### config.mk
export PLATFORM = sky130hd
export DESIGN_NAME = auth_initiator
export DESIGN_NICKNAME = d
export VERILOG_FILES = /design/src/rtl/auth_initiator.sv
export SDC_FILE = /design/constraint.sdc
export NUM_CORES = 2
export LEC_CHECK = 0
export BUFFER_PORTS_ARGS = -buffer_cell sky130_fd_sc_hd__buf_2
export CAP_MARGIN = 20
export CORE_AREA = 4 4 390 392
export CTS_CLUSTER_SIZE = 16
export DETAILED_ROUTE_END_ITERATION = 16
export DIE_AREA = 0 0 394 396
export PLACE_DENSITY_LB_ADDON = 0.15
export SYNTH_ARGS = -nofsm -noshare
export SYNTH_HDL_FRONTEND = slang
export SYNTH_SLANG_ARGS = --single-unit
### constraint.sdc
create_clock -name clk -period 28.9 [get_ports clk]
set_input_delay 2.89 -clock clk [delete_from_list [all_inputs] [get_ports clk]]
set_output_delay 2.89 -clock clk [all_outputs]
set_load 0.005 [all_outputs]
### src/rtl/auth_initiator.sv
// Requester-side driver for the authentication responder: builds the request message from a
// host command, runs the req/ack handshake with timeout and retry, and checks the response header.
module auth_initiator #(
  parameter int unsigned MSG_LEN        = 256,
  parameter int unsigned HDR_W          = 8,
  parameter int unsigned TIMEOUT_CYCLES = 64,
  parameter int unsigned MAX_RETRIES    = 2,
  parameter int unsigned GAP_CYCLES     = 2
) (
  input  logic                       clk,
  input  logic                       reset,
  input  logic                       cmd_valid,
  output logic                       cmd_ready,
  input  logic [1:0]                 cmd_type,
  input  logic [HDR_W-1:0]           cmd_param1,
  input  logic [HDR_W-1:0]           cmd_param2,
  input  logic [MSG_LEN-4*HDR_W-1:0] cmd_payload,
  output logic                       req_out,
  output logic [MSG_LEN-1:0]         auth_msg_req_out,
  output logic                       ack_out,
  input  logic                       resp_valid_in,
  input  logic [MSG_LEN-1:0]         auth_msg_resp_in,
  output logic                       done,
  output logic [2:0]                 status,
  output logic [4*HDR_W-1:0]         resp_header,
  output logic [MSG_LEN-4*HDR_W-1:0] resp_payload
);

  localparam int unsigned HdrW4 = 4 * HDR_W;
  localparam int unsigned PayW  = MSG_LEN - HdrW4;
  localparam int unsigned CntW  = $clog2(TIMEOUT_CYCLES + 1);

  localparam logic [CntW-1:0]  TmoLast  = CntW'(TIMEOUT_CYCLES - 1);
  localparam logic [CntW-1:0]  GapLast  = CntW'(GAP_CYCLES - 1);
  localparam logic [CntW-1:0]  RetryMax = CntW'(MAX_RETRIES);
  localparam logic [HDR_W-1:0] Version  = HDR_W'(1);
  localparam logic [HDR_W-1:0] ErrType  = HDR_W'(8'h7F);
  localparam logic [HDR_W-1:0] TypeMask = HDR_W'(8'h7F);

  localparam logic [2:0] StatOk      = 3'd0;
  localparam logic [2:0] StatErrResp = 3'd1;
  localparam logic [2:0] StatBadVer  = 3'd2;
  localparam logic [2:0] StatBadType = 3'd3;
  localparam logic [2:0] StatTimeout = 3'd4;
  localparam logic [2:0] StatBadCmd  = 3'd5;

  typedef enum logic [2:0] {
    StIdle, StSend, StWaitResp, StCheck, StAck, StGap, StFinish
  } state_e;

  state_e             state_q, state_d;
  logic [CntW-1:0]    cnt_q, cnt_d;
  logic [CntW-1:0]    retry_q, retry_d;
  logic [HDR_W-1:0]   code_q, code_d;
  logic [HDR_W-1:0]   p1_q, p1_d;
  logic [HDR_W-1:0]   p2_q, p2_d;
  logic [PayW-1:0]    pay_q, pay_d;
  logic [MSG_LEN-1:0] msg_q, msg_d;
  logic               req_q, req_d;
  logic               ack_q, ack_d;
  logic               done_q, done_d;
  logic [2:0]         status_q, status_d;
  logic [2:0]         pend_q, pend_d;
  logic [HdrW4-1:0]   hdr_q, hdr_d;
  logic [PayW-1:0]    rpay_q, rpay_d;

  logic [HDR_W-1:0]   rsp_ver, rsp_type;

  function automatic logic [CntW-1:0] sat_inc(input logic [CntW-1:0] v);
    return (v == '1) ? v : v + CntW'(1);
  endfunction

  assign rsp_ver  = hdr_q[HdrW4-1 -: HDR_W];
  assign rsp_type = hdr_q[HdrW4-HDR_W-1 -: HDR_W];

  // Next-state and datapath updates for the command/handshake sequencer.
  always_comb begin
    state_d  = state_q;
    cnt_d    = cnt_q;
    retry_d  = retry_q;
    code_d   = code_q;
    p1_d     = p1_q;
    p2_d     = p2_q;
    pay_d    = pay_q;
    msg_d    = msg_q;
    req_d    = req_q;
    ack_d    = ack_q;
    done_d   = 1'b0;
    status_d = status_q;
    pend_d   = pend_q;
    hdr_d    = hdr_q;
    rpay_d   = rpay_q;

    unique case (state_q)
      StIdle: begin
        if (cmd_valid) begin
          p1_d    = cmd_param1;
          p2_d    = cmd_param2;
          pay_d   = cmd_payload;
          cnt_d   = '0;
          retry_d = '0;
          case (cmd_type)
            2'd0:    code_d = HDR_W'(8'h81);
            2'd1:    code_d = HDR_W'(8'h82);
            2'd2:    code_d = HDR_W'(8'h83);
            default: code_d = '0;
          endcase
          if (cmd_type == 2'd3) begin
            status_d = StatBadCmd;
            state_d  = StFinish;
          end else begin
            state_d  = StSend;
          end
        end
      end

      // Re-entered from GAP on retry; the captured fields rebuild the identical message.
      StSend: begin
        msg_d   = {Version, code_q, p1_q, p2_q, pay_q};
        req_d   = 1'b1;
        cnt_d   = '0;
        state_d = StWaitResp;
      end

      // A response on the expiry cycle takes priority over the timeout.
      StWaitResp: begin
        if (resp_valid_in) begin
          hdr_d   = auth_msg_resp_in[MSG_LEN-1 -: HdrW4];
          rpay_d  = auth_msg_resp_in[PayW-1:0];
          req_d   = 1'b0;
          state_d = StCheck;
        end else if (cnt_q == TmoLast) begin
          req_d = 1'b0;
          cnt_d = '0;
          if (retry_q < RetryMax) begin
            retry_d = sat_inc(retry_q);
            state_d = StGap;
          end else begin
            status_d = StatTimeout;
            state_d  = StFinish;
          end
        end else begin
          cnt_d = sat_inc(cnt_q);
        end
      end

      StCheck: begin
        if (rsp_ver != Version) begin
          pend_d = StatBadVer;
        end else if (rsp_type == ErrType) begin
          pend_d = StatErrResp;
        end else if (rsp_type != (code_q & TypeMask)) begin
          pend_d = StatBadType;
        end else begin
          pend_d = StatOk;
        end
        ack_d   = 1'b1;
        cnt_d   = '0;
        state_d = StAck;
      end

      // Responder must drop its valid in answer to ack; a stuck valid ends as a timeout.
      StAck: begin
        if (!resp_valid_in) begin
          ack_d    = 1'b0;
          status_d = pend_q;
          state_d  = StFinish;
        end else if (cnt_q == TmoLast) begin
          ack_d    = 1'b0;
          status_d = StatTimeout;
          state_d  = StFinish;
        end else begin
          cnt_d = sat_inc(cnt_q);
        end
      end

      StGap: begin
        if (cnt_q == GapLast) begin
          cnt_d   = '0;
          state_d = StSend;
        end else begin
          cnt_d = sat_inc(cnt_q);
        end
      end

      StFinish: begin
        done_d  = 1'b1;
        state_d = StIdle;
      end

      default: state_d = StIdle;
    endcase
  end

  // State and datapath registers; reset clears everything asynchronously.
  always_ff @(posedge clk or posedge reset) begin
    if (reset) begin
      state_q  <= StIdle;
      cnt_q    <= '0;
      retry_q  <= '0;
      code_q   <= '0;
      p1_q     <= '0;
      p2_q     <= '0;
      pay_q    <= '0;
      msg_q    <= '0;
      req_q    <= 1'b0;
      ack_q    <= 1'b0;
      done_q   <= 1'b0;
      status_q <= StatOk;
      pend_q   <= StatOk;
      hdr_q    <= '0;
      rpay_q   <= '0;
    end else begin
      state_q  <= state_d;
      cnt_q    <= cnt_d;
      retry_q  <= retry_d;
      code_q   <= code_d;
      p1_q     <= p1_d;
      p2_q     <= p2_d;
      pay_q    <= pay_d;
      msg_q    <= msg_d;
      req_q    <= req_d;
      ack_q    <= ack_d;
      done_q   <= done_d;
      status_q <= status_d;
      pend_q   <= pend_d;
      hdr_q    <= hdr_d;
      rpay_q   <= rpay_d;
    end
  end

  assign cmd_ready        = (state_q == StIdle);
  assign req_out          = req_q;
  assign auth_msg_req_out = msg_q;
  assign ack_out          = ack_q;
  assign done             = done_q;
  assign status           = status_q;
  assign resp_header      = hdr_q;
  assign resp_payload     = rpay_q;

endmodule

==> impl_metrics.env <==
export IMPL_status="completed"
export IMPL_final_util=0.264
export IMPL_swShare=0.335
export IMPL_setup_worst_path_class="in -> reg"
export IMPL_peakVddDrop_mv=0.0609
export IMPL_num_io_pins=1021
export IMPL_gr_total_overflow=0
export IMPL_core_area_mm2=0.149
export IMPL_postRouteAntennaNets=0
export IMPL_syn_area_mm2=0.0292
export IMPL_r2r_slack_ns=24.49
export IMPL_numCtsBuffers=95
export IMPL_final_area_mm2=0.0394
export IMPL_cp_data_arrival_time_ns=6.36
export IMPL_antenna_found_initial=56
export IMPL_slew_headroom=0.298
export IMPL_grt_usage=0.142
export IMPL_crit_required_ns=29.50
export IMPL_rsz0062_at_grt="false"
export IMPL_globalplace_congestion=0.887
export IMPL_synth_avg_cell_area_um2=12.9
export IMPL_power_internal_mw=2.87
export IMPL_placed_cells_incl_taps=5121
export IMPL_die_x_um=394
export IMPL_max_cap_violations=0
export IMPL_post_cts_setup_buffers=0
export IMPL_slew_violations=0
export IMPL_cts_buffer_depth=3
export IMPL_period_share=0.199
export IMPL_drc=0
export IMPL_powerDensity_mw_per_mm2=110
export IMPL_ys_types=48
export IMPL_cts_root_buf="clkbuf_16"
export IMPL_fin_skew_ns=0.0315
export IMPL_dr_pass1_iters=4
export IMPL_p_clk_frac=0.272
export IMPL_wl_per_cell_um=21.4
export IMPL_clk_latency_ns=0.68
export IMPL_pwr_share_comb=0.303
export IMPL_wirelength_mm=114
export IMPL_timing_final_crit_period_ns=5.75
export IMPL_nets=3785
export IMPL_synth_warnings=0
export IMPL_port_buffers=1008
export IMPL_clk_pin_slew_ns=0.06
export IMPL_grt_max_degree=150
export IMPL_synth_seq_cells=768
export IMPL_final_cells=5318
export IMPL_vias_per_cell=3.89
export IMPL_layout_drive_gt1_share=0.431
export IMPL_h_tree_depth=3
export IMPL_grt_pass1_vias=21800
export IMPL_n_fill_cell=16000
export IMPL_start_util=0.196
export IMPL_post_cts_resize_count=0
export IMPL_area_growth_pct=35.0
export IMPL_setup_viol=0
export IMPL_hpwl_mm=85.1
export IMPL_grt_pass1_wl_mm=162
export IMPL_rows=142
export IMPL_hold_viol=0
export IMPL_cp_max_fo=75
export IMPL_die_h_um=396
export IMPL_holdCritPathClass="reg -> reg"
export IMPL_power_leakage_nw=19.9
export IMPL_tightest_slew_ns=1.05
export IMPL_cts_hold_buf=0
export IMPL_startpoint_type="primary input"
export IMPL_drtIter0Drc=773
export IMPL_max_freq_mhz=174
export IMPL_netlist_instances=2263
export IMPL_clkSinkCount=768
export IMPL_vias=20700
export IMPL_switching_power_mw=1.45
export IMPL_timing_setup_tns_ns=0
export IMPL_sequentialPowerShare=0.425
export IMPL_critPathCaptureType="flip-flop"
export IMPL_cts_tree="yes"
export IMPL_placed_area_mm2=0.0362
export IMPL_seq_area_frac_synth=0.659
export IMPL_die_area_mm2=0.156
==> Yosys cell counts, drive strengths merged <==
cell	instances	share of area
a211oi	4	0.0012
a21o	2	0.00051
a21oi	13	0.0022
a221oi	1	0.00030
a22o	3	0.00090
a311oi	1	0.00030
a31o	2	0.00060
and2	7	0.0015
and2b	1	0.00026
and3	2	0.00043
buf	92	0.019
clkbuf	35	0.0045
conb	1	0.00013
dfrtp	768	0.66
ha	7	0.0030
inv	8	0.0010
mux2	500	0.19
mux2i	1	0.00034
nand2	738	0.095
nand2b	1	0.00021
nand3	6	0.0012
nand3b	2	0.00051
nand4	3	0.00064
nand4b	1	0.00030
nor2	15	0.0019
nor2b	4	0.00094
nor3	8	0.0018
nor3b	3	0.00077
nor4	5	0.0011
nor4b	1	0.00030
o2111ai	1	0.00030
o21ai	15	0.0026
o31ai	3	0.00077
or2	1	0.00021
or3	2	0.00043
or3b	1	0.00030
or4	1	0.00026
or4b	1	0.00047
xnor2	3	0.00090
==> registers in the layout, indices dropped and copies added, names as in the netlist, 2 cells and up <==
signal            count
code_q                3
status                3
p2_q                  8
auth_msg_req_out    244
state_q               3
resp_payload        224
resp_header          32
pay_q               224
pend_q                2
p1_q                  8
retry_q               7
cnt_q                 7
==> area by class of cell <==
cell class                 count  area [µm²]  share of cell area
inverter                       8        37.5            0.000954
sequential                   768       19200               0.488
tap                         1944        2430              0.0618
clock buffer                 149        2790              0.0709
antenna                       25        62.6             0.00159
timing repair buffer        1032        5300               0.135
multi-input combinational   1371        9270               0.235
clock inverter                21         245             0.00623
==> layout by cell type, fill, tap and decap left out, types with 5 or more instances in the layout <==
master / n
clkinv_2: 9
diode_2: 25
clkbuf_1: 34
a21oi_1: 13
and2_1: 5
mux2_2: 263
buf_2: 1008
mux2_1: 236
ha_1: 7
inv_1: 7
dfrtp_1: 768
nor3_1: 7
buf_4: 19
nand2_1: 737
nor4_1: 5
clkbuf_8: 19
conb_1: 12
clkbuf_16: 96
o21ai_0: 14
nor2_1: 15
nand3_1: 5
==> stage by stage <==
| stage | worst slack [ns] | hold WS (ns) | total power [mW] |
|---|---|---|---|
| 2_1_floorplan | 4.45 | 0.440 | 2.47 |
| 6_report | 23.15 | 0.464 | 4.32 |
| 5_1_grt | 22.81 | 0.479 | 4.63 |
| 3_3_place_gp | 22.32 | 0.452 | 3.21 |
| 3_5_place_dp | 22.28 | 0.457 | 3.22 |
| 4_1_cts | 23.05 | 0.471 | 4.44 |
==> layer usage <==
metal	share of wire	routed length [µm]	GRT usage
met1	0.38	42700	0.156
met2	0.51	57700	0.250
met3	0.078	8840	0.0530
met4	0.037	4150	0.0496
met5	0.0020	230	0
==> cells by family after synthesis <==
family	share of synthesized area
simple gates	0.109
flops	0.659
mux	0.194
buf+inv	0.0248
compound gates	0.00970
fa+ha+maj	0.00300
xor+xnor	0.000902
other cells	0.000129
==> critical path: stages <==
cell and delay [ns]:
buf_2 0.18, nand2_4 0.65, buf_4 0.84, buf_4 0.81, buf_4 0.63, nand2_1 0.13, nand2_1 0.09
==> power groups by stage <==
stage | registers (mW) | logic, mW | clock network [mW]
final | 1.84 | 1.31 | 1.17
after global routing | 1.91 | 1.45 | 1.26
after CTS | 1.84 | 1.36 | 1.23
after detailed placement | 1.86 | 1.36 | 0
after global placement | 1.85 | 1.36 | 0
after floorplan | 1.83 | 0.640 | 0
==> final timing paths <==
kind | from | endpoint | depth (start not counted)
max in group asynchronous | reset | p2_q[5] | 5
min in group asynchronous | reset | resp_payload[33] | 2
min | pay_q[97] | pay_q[97] | 2
max | cmd_valid | pay_q[45] | 7
max reg2reg | state_q[0] | pay_q[45] | 8
min reg2reg | pay_q[97] | pay_q[97] | 2
No activity file was read; power rests on OpenSTA's default activity.
